File: src/rtl/lab1_pkg.sv
// Shared definitions for the Lab1 random-number display path.
// Holds the roll controller state encoding and the default parameter
// values, so the LFSR bench and the top level agree on them.
package lab1_pkg;

  typedef enum logic {S_IDLE, S_ROLL} roll_state_t;

  localparam int unsigned DEF_DATA_W        = 16;
  localparam int unsigned DEF_OUT_W         = 4;
  localparam int unsigned DEF_INIT_INTERVAL = 4;
  localparam int unsigned DEF_MAX_INTERVAL  = 16;
  localparam int unsigned DEF_NUM_STEPS     = 4;

endpackage

File: src/rtl/rand_roll_ctrl_if.sv
// Signal bundle between the roll controller and its environment.
// Signals:
//   i_start      - one-cycle start/restart pulse
//   i_lfsr_data  - free-running LFSR word, valid every cycle
//   o_random_out - displayed value (low OUT_W bits of the last sample)
//   o_update     - one-cycle pulse after o_random_out changes
//   o_busy       - high while a roll is in progress
//   o_done       - one-cycle pulse after the final sample
// Modports: master drives the inputs of the controller, slave is the
// controller itself.
interface rand_roll_ctrl_if
  import lab1_pkg::*;
#(
  parameter int unsigned DATA_W = DEF_DATA_W,
  parameter int unsigned OUT_W  = DEF_OUT_W
);

  logic              i_start;
  logic [DATA_W-1:0] i_lfsr_data;
  logic [OUT_W-1:0]  o_random_out;
  logic              o_update;
  logic              o_busy;
  logic              o_done;

  modport master (
    output i_start, i_lfsr_data,
    input  o_random_out, o_update, o_busy, o_done
  );

  modport slave (
    input  i_start, i_lfsr_data,
    output o_random_out, o_update, o_busy, o_done
  );

endinterface

File: src/rtl/rand_roll_ctrl_interval_timer.sv
// roll_interval_timer: spacing generator for the roll samples.
// Counts cycles up to the current interval and doubles the interval
// (saturating at MAX_INTERVAL) every time it expires.
// Ports:
//   clk, rst_n - clock, asynchronous active-low reset
//   load       - restart: tick_cnt <= 0, interval <= INIT_INTERVAL
//   advance    - count one cycle (ignored while load is high)
//   expire     - high when tick_cnt == interval-1 (sample edge)
module roll_interval_timer
  import lab1_pkg::*;
#(
  parameter int unsigned INIT_INTERVAL = DEF_INIT_INTERVAL,
  parameter int unsigned MAX_INTERVAL  = DEF_MAX_INTERVAL
) (
  input  logic clk,
  input  logic rst_n,
  input  logic load,
  input  logic advance,
  output logic expire
);

  localparam int unsigned CNT_W = $clog2(MAX_INTERVAL + 1);

  logic [CNT_W-1:0] tick_cnt;
  logic [CNT_W-1:0] interval;
  logic [CNT_W-1:0] interval_next;
  logic [CNT_W:0]   doubled;

  // Doubling is one bit wider than the interval so the compare against
  // the ceiling sees the true value rather than a wrapped one.
  always_comb begin
    doubled = {interval, 1'b0};
    if (doubled > (CNT_W + 1)'(MAX_INTERVAL))
      interval_next = CNT_W'(MAX_INTERVAL);
    else
      interval_next = doubled[CNT_W-1:0];
  end

  assign expire = (tick_cnt == interval - CNT_W'(1));

  always_ff @(posedge clk or negedge rst_n) begin
    if (!rst_n) begin
      tick_cnt <= '0;
      interval <= '0;
    end else if (load) begin
      tick_cnt <= '0;
      interval <= CNT_W'(INIT_INTERVAL);
    end else if (advance) begin
      if (expire) begin
        tick_cnt <= '0;
        interval <= interval_next;
      end else begin
        tick_cnt <= tick_cnt + CNT_W'(1);
      end
    end
  end

endmodule

File: src/rtl/rand_roll_ctrl.sv
// rand_roll_ctrl: samples the LFSR word at progressively longer
// intervals after a start pulse so the display "rolls" and slows down,
// then freezes the final value and pulses done.
// Ports:
//   i_clk   - clock
//   i_rst_n - asynchronous active-low reset
//   bus     - rand_roll_ctrl_if.slave (start, LFSR word, display outputs)
module rand_roll_ctrl
  import lab1_pkg::*;
#(
  parameter int unsigned DATA_W        = DEF_DATA_W,
  parameter int unsigned OUT_W         = DEF_OUT_W,
  parameter int unsigned INIT_INTERVAL = DEF_INIT_INTERVAL,
  parameter int unsigned MAX_INTERVAL  = DEF_MAX_INTERVAL,
  parameter int unsigned NUM_STEPS     = DEF_NUM_STEPS
) (
  input  logic           i_clk,
  input  logic           i_rst_n,
  rand_roll_ctrl_if.slave bus
);

  localparam int unsigned STEP_W = $clog2(NUM_STEPS + 1);

  roll_state_t       state, state_next;
  logic [STEP_W-1:0] step_cnt;
  logic [OUT_W-1:0]  random_q;
  logic              update_q;
  logic              done_q;
  logic              expire;
  logic              sample;
  logic              last_sample;
  logic              unused_lfsr;

  // Only the low OUT_W bits are displayed; the rest of the word is
  // deliberately ignored.
  assign unused_lfsr = ^bus.i_lfsr_data;

  roll_interval_timer #(
    .INIT_INTERVAL (INIT_INTERVAL),
    .MAX_INTERVAL  (MAX_INTERVAL)
  ) u_timer (
    .clk     (i_clk),
    .rst_n   (i_rst_n),
    .load    (bus.i_start),
    .advance (state == S_ROLL),
    .expire  (expire)
  );

  // A start pulse in ROLL re-initialises and suppresses a coincident sample.
  always_comb begin
    state_next  = state;
    sample      = 1'b0;
    last_sample = 1'b0;
    if (state == S_ROLL && !bus.i_start && expire) begin
      sample      = 1'b1;
      last_sample = (step_cnt == STEP_W'(NUM_STEPS - 1));
    end
    if (bus.i_start)
      state_next = S_ROLL;
    else if (last_sample)
      state_next = S_IDLE;
  end

  always_ff @(posedge i_clk or negedge i_rst_n) begin
    if (!i_rst_n) begin
      state    <= S_IDLE;
      step_cnt <= '0;
      random_q <= '0;
      update_q <= 1'b0;
      done_q   <= 1'b0;
    end else begin
      state    <= state_next;
      update_q <= sample;
      done_q   <= last_sample;
      if (bus.i_start)
        step_cnt <= '0;
      else if (sample)
        step_cnt <= step_cnt + STEP_W'(1);
      if (sample)
        random_q <= bus.i_lfsr_data[OUT_W-1:0];
    end
  end

  assign bus.o_random_out = random_q;
  assign bus.o_update     = update_q;
  assign bus.o_done       = done_q;
  assign bus.o_busy       = (state == S_ROLL);

endmodule

File: src/flat_wrapper.sv
// flat-port wrapper written by rule: the top's interface ports become plain ports
module rand_roll_ctrl_flat import lab1_pkg::*;
#(
  parameter int unsigned DATA_W        = DEF_DATA_W,
  parameter int unsigned OUT_W         = DEF_OUT_W,
  parameter int unsigned INIT_INTERVAL = DEF_INIT_INTERVAL,
  parameter int unsigned MAX_INTERVAL  = DEF_MAX_INTERVAL,
  parameter int unsigned NUM_STEPS     = DEF_NUM_STEPS
)
  (i_clk, i_rst_n, bus_i_start, bus_i_lfsr_data, bus_o_random_out, bus_o_update, bus_o_busy, bus_o_done);
  rand_roll_ctrl_if #(.DATA_W(DATA_W), .OUT_W(OUT_W)) bus_i ();
  input  logic i_clk;
  input  logic i_rst_n;
  input wire logic [$bits(bus_i.i_start)-1:0] bus_i_start;
  input wire logic [$bits(bus_i.i_lfsr_data)-1:0] bus_i_lfsr_data;
  output wire logic [$bits(bus_i.o_random_out)-1:0] bus_o_random_out;
  output wire logic [$bits(bus_i.o_update)-1:0] bus_o_update;
  output wire logic [$bits(bus_i.o_busy)-1:0] bus_o_busy;
  output wire logic [$bits(bus_i.o_done)-1:0] bus_o_done;
  assign bus_i.i_start = bus_i_start;
  assign bus_i.i_lfsr_data = bus_i_lfsr_data;
  assign bus_o_random_out = bus_i.o_random_out;
  assign bus_o_update = bus_i.o_update;
  assign bus_o_busy = bus_i.o_busy;
  assign bus_o_done = bus_i.o_done;
  rand_roll_ctrl #(.DATA_W(DATA_W), .OUT_W(OUT_W), .INIT_INTERVAL(INIT_INTERVAL), .MAX_INTERVAL(MAX_INTERVAL), .NUM_STEPS(NUM_STEPS)) u_core (.i_clk(i_clk), .i_rst_n(i_rst_n), .bus(bus_i));
endmodule
File: config.mk
export PLATFORM = sky130hd
export DESIGN_NAME = rand_roll_ctrl_flat
export DESIGN_NICKNAME = d
export VERILOG_FILES = /design/src/rtl/lab1_pkg.sv /design/src/rtl/rand_roll_ctrl_if.sv /design/src/rtl/rand_roll_ctrl_interval_timer.sv /design/src/rtl/rand_roll_ctrl.sv /design/src/flat_wrapper.sv
export SDC_FILE = /design/constraint.sdc
export NUM_CORES = 1
export LEC_CHECK = 0
export CAP_MARGIN = 30
export CORE_MARGIN = 2
export CORE_UTILIZATION = 52
export CTS_BUF_LIST = sky130_fd_sc_hd__clkbuf_4
export CTS_CLUSTER_SIZE = 28
export DETAILED_ROUTE_END_ITERATION = 16
export GPL_TIMING_DRIVEN = 0
export PLACE_DENSITY = 0.87
export SETUP_SLACK_MARGIN = 0.4
export SKIP_CTS_REPAIR_TIMING = 1
export SLEW_MARGIN = 20
export SYNTH_ARGS = -nofsm -noshare
export SYNTH_HDL_FRONTEND = slang
export SYNTH_SLANG_ARGS = --single-unit
File: constraint.sdc
create_clock -name i_clk -period 4.8 [get_ports i_clk]
set_clock_uncertainty 0.1 [all_clocks]
set_input_delay 0.96 -clock i_clk [delete_from_list [all_inputs] [get_ports i_clk]]
set_output_delay 0.96 -clock i_clk [all_outputs]
set_load 0.05 [all_outputs]
==> qor_table.md <==
| Step | Metric | This run |
|:---|:---|:---|
| outcome | Result of the run | finished clean |
| timing | Measured slew at the worst slew-check pin | 0.777 ns |
| power and ir drop | Power per standard cell area | 384 nW/um2 |
| placement | Pre-CTS setup slack | 2.18 ns |
| logic synthesis | Cell type with the highest aggregate area in the netlist | dfrtp_1 |
| power and ir drop | Lkg Pwr | 0.472 nW |
| logic synthesis | Cell count after synthesis | 78 |
| floorplan | Floorplan die width | 45.5 um |
| timing | Min setup slack post-route | 2.12 ns |
| grt | Pin count of the biggest net entering global routing | 19 |
| placement | Cell total after placement | 107 |
| power and ir drop | Max VDD drop | 0.000215 V |
| logic synthesis | Biggest area contributors in the synthesized netlist | dfrtp_1 50%, ha_1 7.0%, mux2_2 6.3%, xor2_1 3.9%, xnor3_2 2.7% |
| logic synthesis | Most frequent cells after synthesis | 18 x dfrtp_1, 6 x nand2_1 |
| timing | Count of final setup violators | 0 |
| critical path | Arrival @ worst endpoint | 1.62 ns |
| clocking | CTS Root Buffer Type | clkbuf_4 |
| min path | Worst hold stages | 1 |
| detailed routing | Average vias per placed instance | 5.58 |
| grt | Global-route wire length before repair | 2.56 mm |
| critical path | R2R depth | 6 |
| logic synthesis | Distinct cell type count of the synthesized netlist | 27 |
| critical path | Cell at the slowest stage of the critical path | clkdlybuf4s50_1 |
| grt | Total overflow reported by the global router | 0 |
| critical path | Path type of the worst setup path | flip-flop to output port |
| clocking | Clock buffers created by TritonCTS | 3 |
| grt | GRT Overall Usage | 17.7% |
| clocking | Bufs on Longest Clock Path | 2 |
| clocking | Clock transition at path regs | 0.10 ns |
| grt | Number of antenna violations at the first check in global routing | 0 |
| clocking | TritonCTS clock tree | done |
| detailed routing | Count of TritonRoute iterations in the first routing pass | 4 |
| placement | Cell area reported after detailed placement | 1040 um2 |
| logic synthesis | Cell with the most instances after synthesis | dfrtp_1 |
| logic synthesis | Multiplexer area fraction after synthesis | 8.53% |
| critical path | Data required, critical path | 3.74 ns |
| layout | Layout Cell Area excl Fill | 1070 um2 |
| logic synthesis | Ys Warns | 0 |
| floorplan | Initial cell density of the core | 57.4% |
| grt | Via count of the first global-routing pass | 603 |
| critical path | Sum of buffers and inverters on the critical path | 1 |
| logic synthesis | Combinational family with the most area after synthesis | simple AND/OR/NAND/NOR gates |
| detailed routing | Via count | 614 |
| timing | Post-Route Hold Slack | 0.415 ns |
| logic synthesis | Netlist area before placement | 895 um2 |
| timing | Period utilisation layout | 55.9% |
| logic synthesis | Avg Synthesized Cell Area | 11.5 um2 |
| critical path | CP top delay family | buffers and inverters |
| detailed routing | Number of DRC violations after detailed-routing iteration 0 | 21 |
| layout | Filler-free cell count of the finished design | 110 |
| critical path | Element type at the critical path start | flip-flop |
| layout | # fillers | 116 |
| clocking | CTS sink cnt | 18 |
| critical path | Number of cells on the critical path | 1 |
| layout | Fraction of layout instances using a drive strength above 1 | 12.8% |
| detailed routing | Count of unresolved DRC violations after routing | 0 |
| flow run | Max-cap violations | 0 |
| power and ir drop | Final Power | 0.410 mW |
| placement | Weighted congestion at the end of routability-driven global placement | 0.728 |
| placement | Half-perimeter wire length of the detailed placement result | 1.16 mm |
| floorplan | Height of the die | 45.5 um |
| timing | Post-layout minimum cycle time | 2.68 ns |
| critical path | Cell-by-cell listing of the critical path | clkdlybuf4s50_1 |
| min path | Kind of path behind the tightest hold check | flip-flop to flip-flop |
| detailed routing | Final wirelength | 1.50 mm |
| logic synthesis | Synthesized-area fraction occupied by adder cells | 6.99% |
| critical path | Kind of capture point of the worst setup path | output port |
| floorplan | Floorplan Core Area | 1560 um2 |
| logic synthesis | Area fraction in and, or, nand and nor cells after synthesis | 15.8% |
| layout | Final standard cell utilization of the core | 68.5% |
| timing | Worst slew margin | 48.0% |
| layout | Layout Nets | 120 |
| detailed routing | Routed len/inst | 13.6 um |
| layout | Inserted Diodes | 0 |
| critical path | Peak fanout along the critical path | 7 |
| logic synthesis | Synth Area in Compound Gates | 8.81% |
| logic synthesis | Yosys top cell area share | 50.3% |
| timing | Accumulated negative setup slack | 0 ns |
| logic synthesis | Count of state elements after synthesis | 18 |
| placement | Buffers added on ports | 13 |
| timing | Hold Fails Final Rpt | 0 |
| detailed routing | Remaining antenna violation count | 0 |
| logic synthesis | Post-synth ARST share | 100% |
| logic synthesis | Synthesized netlist net count | 102 |
| critical path | R2r setup slk | 2.58 ns |
| timing | RSZ-0062 raised after global routing | no |
| clocking | Clock latency on the worst-skew pair | 0.29 ns |
| layout | Relative area change from synthesis to final layout | 19.3% |
| logic synthesis | Sequential share of the synthesized area | 50.3% |
| logic synthesis | Dominant register cell in the synthesized netlist | dfrtp_1 |
| floorplan | I/O Pins | 26 |
| floorplan | Standard-cell row count | 14 |
| critical path | Biggest cell delay along the critical path | 0.85 ns |
| timing | Final slew viol count | 0 |
| clocking | Number of H-tree branching levels | 1 |
| floorplan | Die area | 2070 um2 |
| logic synthesis | Xor and xnor fraction of the mapped netlist area | 6.57% |
| timing | Highest clock rate | 373 MHz |
| logic synthesis | EDFF count, synth | 0 |
[power by group]
part	internal, mW	leakage, nW	switching (mW)
clock	0.0292	0.0138	0.0432
combinational	0.0566	0.228	0.0948
sequential	0.174	0.231	0.0125
[state kept, by name (all words and copies together), names as in the netlist]
register,flops
u_core.bus.o_update,1
u_core.bus.o_done,1
u_core.bus.o_random_out,4
u_core.u_timer.tick_cnt,5
u_core.bus.o_busy,1
u_core.u_timer.interval,3
u_core.step_cnt,3
[logic make-up after synthesis]
kind of cell,after synthesis
DFF,18
muxes,7
and+or+nand+nor,24
adders and majority gates,5
AOI/OAI and AO/OA,12
xor gates and xnor gates,5
buffers and inverters,7
[placed cells by master, fill, tap and decap left out, types with 4 or more instances in the layout]
cell,instances
mux2_2,5
dfrtp_1,18
xor2_1,4
clkdlybuf4s50_1,13
ha_1,5
nor2_1,5
nand2_1,6
inv_1,5
[final timing paths]
| check | startpoint | to |
|---|---|---|
| setup / recovery | u_core.bus.o_busy | bus_o_busy |
| min in group asynchronous | i_rst_n | u_core.bus.o_busy |
| hold reg to reg | u_core.bus.o_random_out[3] | u_core.bus.o_random_out[3] |
| hold / removal | u_core.bus.o_random_out[3] | u_core.bus.o_random_out[3] |
| setup reg to reg | u_core.u_timer.interval[2] | u_core.step_cnt[0] |
| max in group asynchronous | i_rst_n | u_core.bus.o_random_out[3] |
[area by class of cell]
cell class | instances | area (um2) | area share [%]
inverter | 6 | 22.5 | 2.11
clock buffer | 3 | 22.5 | 2.11
sequential | 18 | 450 | 42.2
tap | 16 | 20.0 | 1.88
timing repair buffer | 13 | 130 | 12.2
buffer | 1 | 3.75 | 0.352
multi-input combinational | 53 | 418 | 39.2
[metal layers]
layer	vias to the layer above	wire length [um]	GRT usage (%)
li1	306	-	-
met5	-	0	0
met2	5	726	26.8
met3	4	21	3.57
met1	299	725	23.3
met4	0	23	10.6
Power figures use the tool's default switching activity.
